--- config.mk ---
export PLATFORM = sky130hd
export DESIGN_NAME = mem_arbiter
export DESIGN_NICKNAME = d
export VERILOG_FILES = /design/src/rtl/mem_arbiter.sv
export SDC_FILE = /design/constraint.sdc
export NUM_CORES = 1
export LEC_CHECK = 0
export ABC_AREA = 1
export CAP_MARGIN = 20
export CELL_PAD_IN_SITES_DETAIL_PLACEMENT = 2
export CELL_PAD_IN_SITES_GLOBAL_PLACEMENT = 2
export CORE_MARGIN = 2
export CORE_UTILIZATION = 10
export CTS_CLUSTER_DIAMETER = 40
export CTS_CLUSTER_SIZE = 10
export DETAILED_ROUTE_END_ITERATION = 8
export HOLD_SLACK_MARGIN = 0.06
export MAX_ROUTING_LAYER = met4
export PLACE_DENSITY_LB_ADDON = 0.25
export SETUP_SLACK_MARGIN = 0.4
export SLEW_MARGIN = 20
export SYNTH_ARGS = -nofsm -noshare
export SYNTH_HDL_FRONTEND = slang
export SYNTH_SLANG_ARGS = --single-unit
--- constraint.sdc ---
create_clock -name clk -period 5.2 [get_ports clk]
set_input_delay 0.52 -clock clk [delete_from_list [all_inputs] [get_ports clk]]
set_output_delay 0.52 -clock clk [all_outputs]
set_load 0.01 [all_outputs]
--- src/rtl/mem_arbiter.sv ---
// Two-master round-robin data-memory arbiter with ownership lock and read-tag return.
// Optional grant/conflict statistics are built when MEM_ARB_STATS_EN is defined.
module mem_arbiter #(
  parameter int READ_LATENCY = 1,
  parameter int MAX_HOLD     = 8
) (
  input  logic        clk,
  input  logic        reset_n,
  input  logic        m0_req,
  input  logic        m0_we,
  input  logic        m0_lock,
  input  logic [31:0] m0_addr,
  input  logic [31:0] m0_wdata,
  output logic        m0_gnt,
  output logic        m0_rvalid,
  output logic [31:0] m0_rdata,
  input  logic        m1_req,
  input  logic        m1_we,
  input  logic        m1_lock,
  input  logic [31:0] m1_addr,
  input  logic [31:0] m1_wdata,
  output logic        m1_gnt,
  output logic        m1_rvalid,
  output logic [31:0] m1_rdata,
  output logic [31:0] mem_addr,
  output logic [31:0] mem_wdata,
  output logic        mem_w_enable,
  output logic        mem_r_enable,
  input  logic [31:0] mem_rdata,
  output logic [31:0] stat_gnt0,
  output logic [31:0] stat_gnt1,
  output logic [31:0] stat_conflict
);

  typedef enum logic [1:0] {
    IDLE,
    OWN0,
    OWN1
  } state_t;

  localparam logic [8:0] HOLD_MAX = 9'(MAX_HOLD);
  localparam int         LAST     = READ_LATENCY - 1;

  state_t     state;
  logic       rr_ptr;
  logic [7:0] hold_cnt;
  logic [8:0] hold_inc;
  logic       hold_done;
  logic       gnt0;
  logic       gnt1;
  logic       win_lock;

  logic [READ_LATENCY-1:0] tag_v;
  logic [READ_LATENCY-1:0] tag_id;

  assign hold_inc  = {1'b0, hold_cnt} + 9'd1;
  assign hold_done = (hold_inc >= HOLD_MAX);
  assign win_lock  = (gnt0 & m0_lock) | (gnt1 & m1_lock);

  always_comb begin
    gnt0 = 1'b0;
    gnt1 = 1'b0;
    if (reset_n) begin
      unique case (state)
        OWN0: begin
          gnt0 = m0_req;
          gnt1 = ~m0_req & m1_req;
        end
        OWN1: begin
          gnt1 = m1_req;
          gnt0 = ~m1_req & m0_req;
        end
        default: begin
          gnt0 = m0_req & (~m1_req | ~rr_ptr);
          gnt1 = m1_req & ~gnt0;
        end
      endcase
    end
  end

  assign m0_gnt = gnt0;
  assign m1_gnt = gnt1;

  always_comb begin
    mem_addr     = '0;
    mem_wdata    = '0;
    mem_w_enable = 1'b0;
    mem_r_enable = 1'b0;
    unique case (1'b1)
      gnt0: begin
        mem_addr     = m0_addr;
        mem_wdata    = m0_wdata;
        mem_w_enable = m0_we;
        mem_r_enable = ~m0_we;
      end
      gnt1: begin
        mem_addr     = m1_addr;
        mem_wdata    = m1_wdata;
        mem_w_enable = m1_we;
        mem_r_enable = ~m1_we;
      end
      default: begin
        mem_addr = '0;
      end
    endcase
  end

  // Owner keeps priority; other master fills owner's idle cycles without state change.
  always_ff @(posedge clk or negedge reset_n) begin
    if (!reset_n) begin
      state    <= IDLE;
      rr_ptr   <= 1'b0;
      hold_cnt <= '0;
    end else begin
      unique case (state)
        OWN0: begin
          if (gnt0) begin
            if (hold_done) begin
              state    <= IDLE;
              hold_cnt <= '0;
              rr_ptr   <= 1'b1;
            end else if (!m0_lock) begin
              state    <= IDLE;
              hold_cnt <= '0;
            end else begin
              hold_cnt <= hold_inc[7:0];
            end
          end else if (!gnt1) begin
            state    <= IDLE;
            hold_cnt <= '0;
          end
        end
        OWN1: begin
          if (gnt1) begin
            if (hold_done) begin
              state    <= IDLE;
              hold_cnt <= '0;
              rr_ptr   <= 1'b0;
            end else if (!m1_lock) begin
              state    <= IDLE;
              hold_cnt <= '0;
            end else begin
              hold_cnt <= hold_inc[7:0];
            end
          end else if (!gnt0) begin
            state    <= IDLE;
            hold_cnt <= '0;
          end
        end
        default: begin
          if (m0_req && m1_req) begin
            rr_ptr <= gnt0;
          end
          if (win_lock) begin
            if (MAX_HOLD > 1) begin
              state    <= gnt0 ? OWN0 : OWN1;
              hold_cnt <= 8'd1;
            end else begin
              rr_ptr <= gnt0;
            end
          end
        end
      endcase
    end
  end

  always_ff @(posedge clk or negedge reset_n) begin
    if (!reset_n) begin
      tag_v  <= '0;
      tag_id <= '0;
    end else begin
      tag_v[0]  <= mem_r_enable;
      tag_id[0] <= gnt1;
      for (int i = 1; i < READ_LATENCY; i++) begin
        tag_v[i]  <= tag_v[i-1];
        tag_id[i] <= tag_id[i-1];
      end
    end
  end

  assign m0_rvalid = tag_v[LAST] & ~tag_id[LAST];
  assign m1_rvalid = tag_v[LAST] & tag_id[LAST];
  assign m0_rdata  = m0_rvalid ? mem_rdata : '0;
  assign m1_rdata  = m1_rvalid ? mem_rdata : '0;

`ifdef MEM_ARB_STATS_EN
  logic [31:0] cnt_g0;
  logic [31:0] cnt_g1;
  logic [31:0] cnt_cf;

  // Saturating counters.
  always_ff @(posedge clk or negedge reset_n) begin
    if (!reset_n) begin
      cnt_g0 <= '0;
      cnt_g1 <= '0;
      cnt_cf <= '0;
    end else begin
      if (gnt0 && cnt_g0 != '1) cnt_g0 <= cnt_g0 + 32'd1;
      if (gnt1 && cnt_g1 != '1) cnt_g1 <= cnt_g1 + 32'd1;
      if (m0_req && m1_req && cnt_cf != '1) cnt_cf <= cnt_cf + 32'd1;
    end
  end

  assign stat_gnt0     = cnt_g0;
  assign stat_gnt1     = cnt_g1;
  assign stat_conflict = cnt_cf;
`else
  assign stat_gnt0     = '0;
  assign stat_gnt1     = '0;
  assign stat_conflict = '0;
`endif

endmodule

* Word level (Yosys, flattened, before mapping) *
Cells that the tools add are included.

cells by class
  equal/unequal tests = 10
  add/sub/neg operators = 1
  shift-type cells = 0
  multiply operators = 0
  order comparisons = 1
  div/mod/pow operators = 0
  bitwise logic cells = 17
  multiplexer cells = 37
  reductions and logical operators = 6

operators with widths
  kind                                                 count
  case mux 32 bit (2 select lines)                     2
  two-way mux 8 bit                                    9
  two-way mux 32 bit                                   2
  two-way mux 2 bit                                    10
  case mux 8 bit (2 select lines)                      1
  case mux 1 bit (2 select lines)                      5
  AND reduction 5 bit                                  2
  adder 8 x 1 -> 9 bit, second input constant          1
  >= comparator 9 x 4 -> 1 bit, second input constant  1
  bitwise AND 1 bit                                    8
  != test 2 bit, second input constant                 4
  != test 4 bit, second input constant                 2
  two-way mux 1 bit                                    7
  NOT 1 bit                                            7
  != test 3 bit, second input constant                 2
  nonzero test 3 bit                                   2
  case mux 2 bit (2 select lines)                      1
  AND reduction 3 bit                                  1
  equality test 2 x 1 -> 1 bit, second input constant  1
  equality test 2 bit, second input constant           1
  bitwise OR 1 bit                                     2
  logical AND 1 bit                                    1

storage, ports and cells
  ROM bits = 0
  register bits = 13
  bits in latches = 0
  memory bits (writable) = 0
  memories kept = 0
  word-level logic and storage cells = 77
  input bits = 168
  output and inout port bits = 230

* Logic depth before layout (Yosys ltp) *
Gate-level depths: netlist of run 1.

  word-level depth = 11
  mapped depth = 14
  gate-level depth less buffers = 14

* Worst setup path after synthesis of run 1 *
Ideal clock, no wire load.

  kind = register to output
  start point = reg state[0]
  end point = out mem_wdata[1]
  slack = 3.025 ns
  arrival = 1.655 ns
  data required time = 4.680 ns
  path buffers = 1
  cell stages (with the launch flop) = 10
  cell sequence = dfrtp_1 inv_1 ha_1 nand3_1 nand2_1 inv_2 nand2_2 inv_2 clkbuf_1 a22o_1

between the ends
  cells in the longest elaborated chain, start to end = 4
  elaborated cells between the ends (all ways) = 7
  classes of those cells = eq/ne (2); mux (5)

ends and longest elaborated chain
  what                                                                        RTL line  source
  from (decl)                                                                 44        state_t state;
  from (signal assigned)                                                      156       state <= gnt0 ? OWN0 : OWN1;
  equality test 2 bit / equality test 2 x 1 -> 1 bit (equally long branches)  64        unique case (state)
  case mux 1 bit (2 select lines) *                                           64
  two-way mux 1 bit *                                                         63        if (reset_n) begin
  via m0_gnt                                                                  14        output logic m0_gnt,
  case mux 32 bit (2 select lines) *                                          89        unique case (1'b1)
  to (decl)                                                                   26        output logic [31:0] mem_wdata,

The timed path passes the listed nets; every way through them passes the cells marked *.

* Worst setup path after layout of run 1 *
  start point = in reset_n
  end point = out mem_addr[14]

between the ends
  cells in the longest elaborated chain, start to end = 2
  elaborated cells between the ends (all ways) = 3
  classes of those cells = mux (3)

ends and longest elaborated chain
  what                                RTL line  source
  from (decl)                         8         input logic reset_n,
  two-way mux 1 bit                   63
  case mux 32 bit (2 select lines) *  89
  to (decl)                           25        output logic [31:0] mem_addr,

Mark *: on every way between the ends. The rest lies on a longest branch, timed or not.

==> results.cfg, run 1 <==
[worst_setup_path]
cp.buffers_inverters = 6
reg2reg_depth = 13
crit_type = in2out
end_kind = primary output
start_kind = primary input
crit_fanout = 38
cp_slowest_cell = clkdlybuf4s50_1
arrival_ps = 3120
cpPeakStageDelay_ps = 550
crit_family = buffers and inverters
crit_chain = clkdlybuf4s50_1, buf_4, nand2_1, inv_1, nand2_1, inv_2, buf_4, a22o_1, clkdlybuf4s50_1
crit_required_ps = 4680
path_depth = 9

[detailed_routing]
vias_per_cell = 3.52
drcViolationCount = 0
wl_per_cell_um = 16.2
num_vias = 3641
ant_nets = 0
wl_mm = 16.7
drtPass1Iterations = 4
drt_iter0_markers = 91

[die]
rows = 59
ios = 398
dieHeight_um = 167
die_w_um = 167
die_area_mm2 = 0.0277
start_util_pct = 10.2
placeableCoreArea_mm2 = 0.0260

[power_and_ir_drop]
p_per_area_mw_per_mm2 = 218
p_switching_w = 0.000540
ir_drop_uv = 105
finalPower_w = 0.00125
swShare_pct = 43.0
pwr-share-clk_pct = 11.4
combPwrFrac_pct = 77.4
p_int_w = 0.000715
p_seq_share_pct = 11.2
leakagePower_nw = 2.56

[sta]
hold_viol = 0
hold_slack_ps = 519
setup_violations = 0
rsz0062_at_grt = no
slew_viol_final = 0
slew_headroom_pct = 53.0
tns_ps = 0
clock.fmax_ghz = 0.275
tightest_slew_ps = 704
skew_ps = 4.67
finalCritPeriodShare_pct = 69.9
min_period_ps = 3640

[synth]
ys_top_cells_by_area = buf_4, a22o_1, dfrtp_1, nor2_1, inv_1
synthDistinctLibCells = 26
synth_xor_area_share_pct = 0.331
synth_seq_area_share_pct = 12.3
postSynthCellCount = 409
synth-seq-cells = 13
syn-cell-area_mm2 = 0.00264
synth_top_family_by_area = buffers and inverters
synth-adder-area-share_pct = 1.89
synthSimpleGateAreaFrac_pct = 22.9
synth_warnings = 0
synthDominantCellAreaShare_pct = 27.6
synthMuxAreaShare_pct = 0
syn_avg_cell_area_um2 = 6.46
yosysTopAreaCell = buf_4
synth-compound-area-share_pct = 23.5

[worst_hold_path]
hp-class = reg2reg
min_path_cells = 2

[final_layout]
fill_cells = 3076
multi_input_area_mm2 = 0.00165
layout_commonest_cell = clkdlybuf4s50_1
drive_gt1_share_pct = 3.58
seq_area_um2 = 325
nets = 871
layout_common_cells = clkdlybuf4s50_1, conb_1, nor2_1
areaGrowthSynthToFinish_pct = 118

[cts]
cts_hold_buffers = 0
cts_made_buffers = 3
clock-root-buffer = clkbuf_16
cts.sinks = 13
cts_resized = 0
clk_latency_ps = 240
max-clock-path-buffers = 2
cts_setup_buffers = 0
cts_tree = done
htree_levels = 1
clkTransAtPathRegs_ps = 50

[run_status]
outcome = complete, no violations

[grt]
grt_remaining_overflow = 0
grt_usage_pct = 11.5
antenna_found_initial = 1
first_global_vias = 3993
grt_pass1_wl_mm = 24.6
grt_max_degree = 59

[placed_design]
dp_hpwl_mm = 14.5
io_buffers = 301
place.gp.congestion = 0.848

[flow_run]
drv_cap = 0
==> metrics by stage <==
step                util [%]  instance area, um2  setup WS, ps  std cells
finish                  22.1                5760          1560       1034
global route            22.1                5760          1340       1034
CTS                     22.1                5750          1490       1033
detailed placement      21.8                5670          1500       1029
global placement        21.8                5670          1580       1029
floorplan                  -                3000          3020        504
==> state kept, by name, summed over array words and instances (netlist names) <==
signal	count
tag_id	1
hold_cnt	8
state	2
tag_v	1
rr_ptr	1
==> power by group through the flow <==
| stage | combinational [W] | clock [W] | sequential (W) |
|---|---|---|---|
| CTS | 0.000987 | 0.000148 | 0.000142 |
| finish | 0.000971 | 0.000143 | 0.000140 |
| global placement | 0.000963 | 0 | 0.000140 |
| global route | 0.00106 | 0.000152 | 0.000145 |
| floorplan | 0.000504 | 0 | 0.000134 |
| detailed placement | 0.000981 | 0 | 0.000143 |
==> synthesized netlist by cell type <==
library cell and number:
buf_4 97, nor2_1 78, a22o_1 65, inv_1 52
nand2_1 36, dfrtp_1 13, nand3_1 13, clkbuf_1 12
buf_2 7, nand4_1 6, inv_2 5, ha_1 4
nand2_2 3, o21ai_0 3, a21oi_1 2, nand3b_2 2
o22ai_1 2, conb_1 1, inv_4 1, nand3_2 1
nor2_2 1, nor2_4 1, o21ai_1 1, o21ai_2 1
or2_1 1, xor2_1 1
==> worst register-to-register path: stages, from the launching register on <==
cell and delay (ps):
dfrtp_1 400, ha_1 330, inv_2 110, nand3_1 100, nand3_1 110, nand2_1 90
inv_2 520, buf_4 350, o21ai_2 80, nand2_2 140, inv_4 80, or2_1 210
nand2_1 60, inv_1 40
==> cell families (layout without fill, tap and decap cells) <==
kind of cell | after synthesis | count (layout)
compound gates | 74 | 74
fa+ha+maj | 4 | 4
xor+xnor | 1 | 1
other cells | 1 | 97
flops | 13 | 13
buf+inv | 174 | 368
simple gates | 142 | 142
==> layer usage <==
layer / wire length [um] / part of all wire, % / GRT usage (%)
met1: 6470 / 39 / 12.9
met2: 8990 / 54 / 21.4
met3: 1120 / 6.7 / 2.28
met4: 132 / 0.79 / 1.46
met5: 0 / 0 / -
==> final timing paths <==
check / start / endpoint / slack, ps
min reg2reg: state[1]$_DFFE_PN0P_ / state[1]$_DFFE_PN0P_ / 520
max reg2reg: state[0]$_DFFE_PN0P_ / hold_cnt[0]$_DFFE_PN0P_ / 2470
max: reset_n / mem_addr[14] / 1560
min in group asynchronous: reset_n / rr_ptr$_DFFE_PN0P_ / 610
min: state[1]$_DFFE_PN0P_ / state[1]$_DFFE_PN0P_ / 520
max in group asynchronous: reset_n / hold_cnt[1]$_DFFE_PN0P_ / 4410
==> cell type report <==
class / count / area share (%)
clock buffers: 3 / 1.30
diodes: 1 / 0.0435
repair buffers: 306 / 53.2
well taps: 335 / 7.28
clock inverters: 1 / 0.0870
inverters: 58 / 3.83
flip-flops and latches: 13 / 5.65
multi-input cells: 317 / 28.6
Note: power is estimated with default switching activity, not from simulation.
==> inputs of run 2 (changes only) <==
==> constraint.sdc (replaced) <==
create_clock -name clk -period 3.3 [get_ports clk]
set_input_delay 0.33 -clock clk [delete_from_list [all_inputs] [get_ports clk]]
set_output_delay 0.33 -clock clk [all_outputs]
set_load 0.01 [all_outputs]
==> run 2 against run 1 <==
Effect of this change:
- final cell count increased by 0.39%
- critical path depth increased by 1
- sequential share of layout area decreased by 0.17 points
- power increased by 68%
- worst setup slack got worse by 1100 ps
- non-clock buffer count increased by 5
- critical endpoint is now mem_wdata[20]
- largest cell class unchanged
- largest power group unchanged
==> results.cfg, run 2 (same netlist as run 1, synthesis figures left out) <==
[run_status]
outcome = complete, no violations

[power_and_ir_drop]
leakagePower_nw = 2.72
p_per_area_mw_per_mm2 = 356
finalPower_w = 0.00211
ir_drop_uv = 114

[worst_setup_path]
crit_family = buffers and inverters
reg2reg_depth = 14
cp.buffers_inverters = 5
path_depth = 10
arrival_ps = 2490
cp_slowest_cell = clkdlybuf4s50_1
crit_required_ps = 2970
crit_chain = inv_1, ha_2, nand3_1, nand2_1, inv_2, nand2_2, inv_4, buf_12, a22o_1, clkdlybuf4s50_1
end_kind = primary output
start_kind = flip-flop
ff2ff_setup_slack_ps = 1060
cpPeakStageDelay_ps = 570
crit_type = reg2out
crit_fanout = 18

[cts]
htree_levels = 1
cts_tree = done
clkTransAtPathRegs_ps = 40
clock-root-buffer = clkbuf_16
max-clock-path-buffers = 2
cts_made_buffers = 3
cts.sinks = 13
clk_latency_ps = 240

[detailed_routing]
num_vias = 3635
drtPass1Iterations = 4
ant_nets = 0
wl_per_cell_um = 17.0
vias_per_cell = 3.50
drt_iter0_markers = 70
wl_mm = 17.6
drcViolationCount = 0

[final_layout]
largest_reg_flops = 8
drive_gt1_share_pct = 4.69
largest-register = hold_cnt
fill_cells = 3060
areaGrowthSynthToFinish_pct = 124
multi_input_area_mm2 = 0.00168
layout_common_cells = clkdlybuf4s50_1, conb_1, nor2_1
nets = 876
seq_area_um2 = 325
antenna_cells = 0
top_regs = hold_cnt x8, state x2
layout_commonest_cell = clkdlybuf4s50_1

[grt]
grt_pass1_wl_mm = 24.8
grtUsageMet1_pct = 14.1
grt_max_degree = 36
grt_util_met3_pct = 1.88
antenna_found_initial = 0
met2_usage_pct = 21.7
busiest_layer = met2
grt_remaining_overflow = 0
grt_usage_pct = 11.8
first_global_vias = 3867

[sta]
tightest_slew_ps = 610
setup_violations = 0
hold_viol = 0
tns_ps = 0
slew_headroom_pct = 59.3
finalCritPeriodShare_pct = 85.4
slew_viol_final = 0
min_period_ps = 2820
rsz0062_at_grt = yes
skew_ps = 2.30
clock.fmax_ghz = 0.355

[die]
rows = 59
ios = 398
placeableCoreArea_mm2 = 0.0260
die_area_mm2 = 0.0277
dieHeight_um = 167
die_w_um = 167
start_util_pct = 10.2

[flow_run]
drv_cap = 0

[worst_hold_path]
hp-class = in2async

[placed_design]
io_buffers = 301
dp_hpwl_mm = 14.5
place.gp.congestion = 0.838
## run 2: cell types whose count changed in the layout (fill, tap and decap cells not counted), sizes merged
cell           before  now
buf                 5    7
bufbuf              0    1
clkbuf              3    6
clkdlybuf4s50     301  295
clkinv              1    0
diode               1    0
dlymetal6s2s        0    6
## run 2: metrics by stage
step	instances	area [um2]	utilization, %	setup slack [ps]	hold slack, ps
after floorplan	504	3000	-	1310	34.4
after CTS	1035	5830	22.5	394	517
after detailed placement	1029	5690	21.9	507	519
after global routing	1038	5930	22.8	356	535
final	1038	5930	22.8	481	485
after global placement	1029	5690	21.9	516	488
## run 2: cell type report
type,instances,share of cell area [%]
clock buffer,4,1.33
multi-input combinational,317,28.3
timing repair buffer,311,54.1
sequential,13,5.48
tap,335,7.07
inverter,58,3.75
## run 2: timing repair
action / 4_1_cts / 5_1_grt
setup buffers: 0 / 1
gates resized for setup: 2 / 11
hold buffers: 0 / 0
endpoints found under the setup margin: 42 / 52
gates cloned: 2 / 2
## run 2: metal layers
metal / vias to the layer above / routed length [um]
met1: 1722 / 7220
li1: 1724 / -
met4: 0 / 63
met3: 7 / 1010
met5: - / 0
met2: 182 / 9330
## run 2: report_power, final
| part | total, W | leakage, nW | internal (W) | switching (W) |
|---|---|---|---|---|
| combinational | 0.00167 | 2.50 | 0.000860 | 0.000805 |
| sequential | 0.000217 | 0.174 | 0.000188 | 0.0000292 |
| clock | 0.000231 | 0.0382 | 0.000163 | 0.0000678 |
## run 2: worst paths after layout
kind                                 startpoint                       to
max in group asynchronous               reset_n  hold_cnt[5]$_DFFE_PN0P_
min reg2reg                state[1]$_DFFE_PN0P_     state[1]$_DFFE_PN0P_
max                        state[0]$_DFFE_PN0P_            mem_wdata[20]
min                                     reset_n       rr_ptr$_DFFE_PN0P_
max reg2reg                state[1]$_DFFE_PN0P_  hold_cnt[0]$_DFFE_PN0P_
min in group clk           state[1]$_DFFE_PN0P_     state[1]$_DFFE_PN0P_
==> inputs of run 3 (changes only) <==
--- a/config.mk
+++ b/config.mk
@@ -6,6 +6,7 @@
 export NUM_CORES = 1
 export LEC_CHECK = 0
 export ABC_AREA = 1
+export ABC_CLOCK_PERIOD_IN_PS = 3300
 export CAP_MARGIN = 20
 export CELL_PAD_IN_SITES_DETAIL_PLACEMENT = 2
 export CELL_PAD_IN_SITES_GLOBAL_PLACEMENT = 2
==> results of run 3 <==
The final DEF is identical to that of run 2; final timing and power are the same.
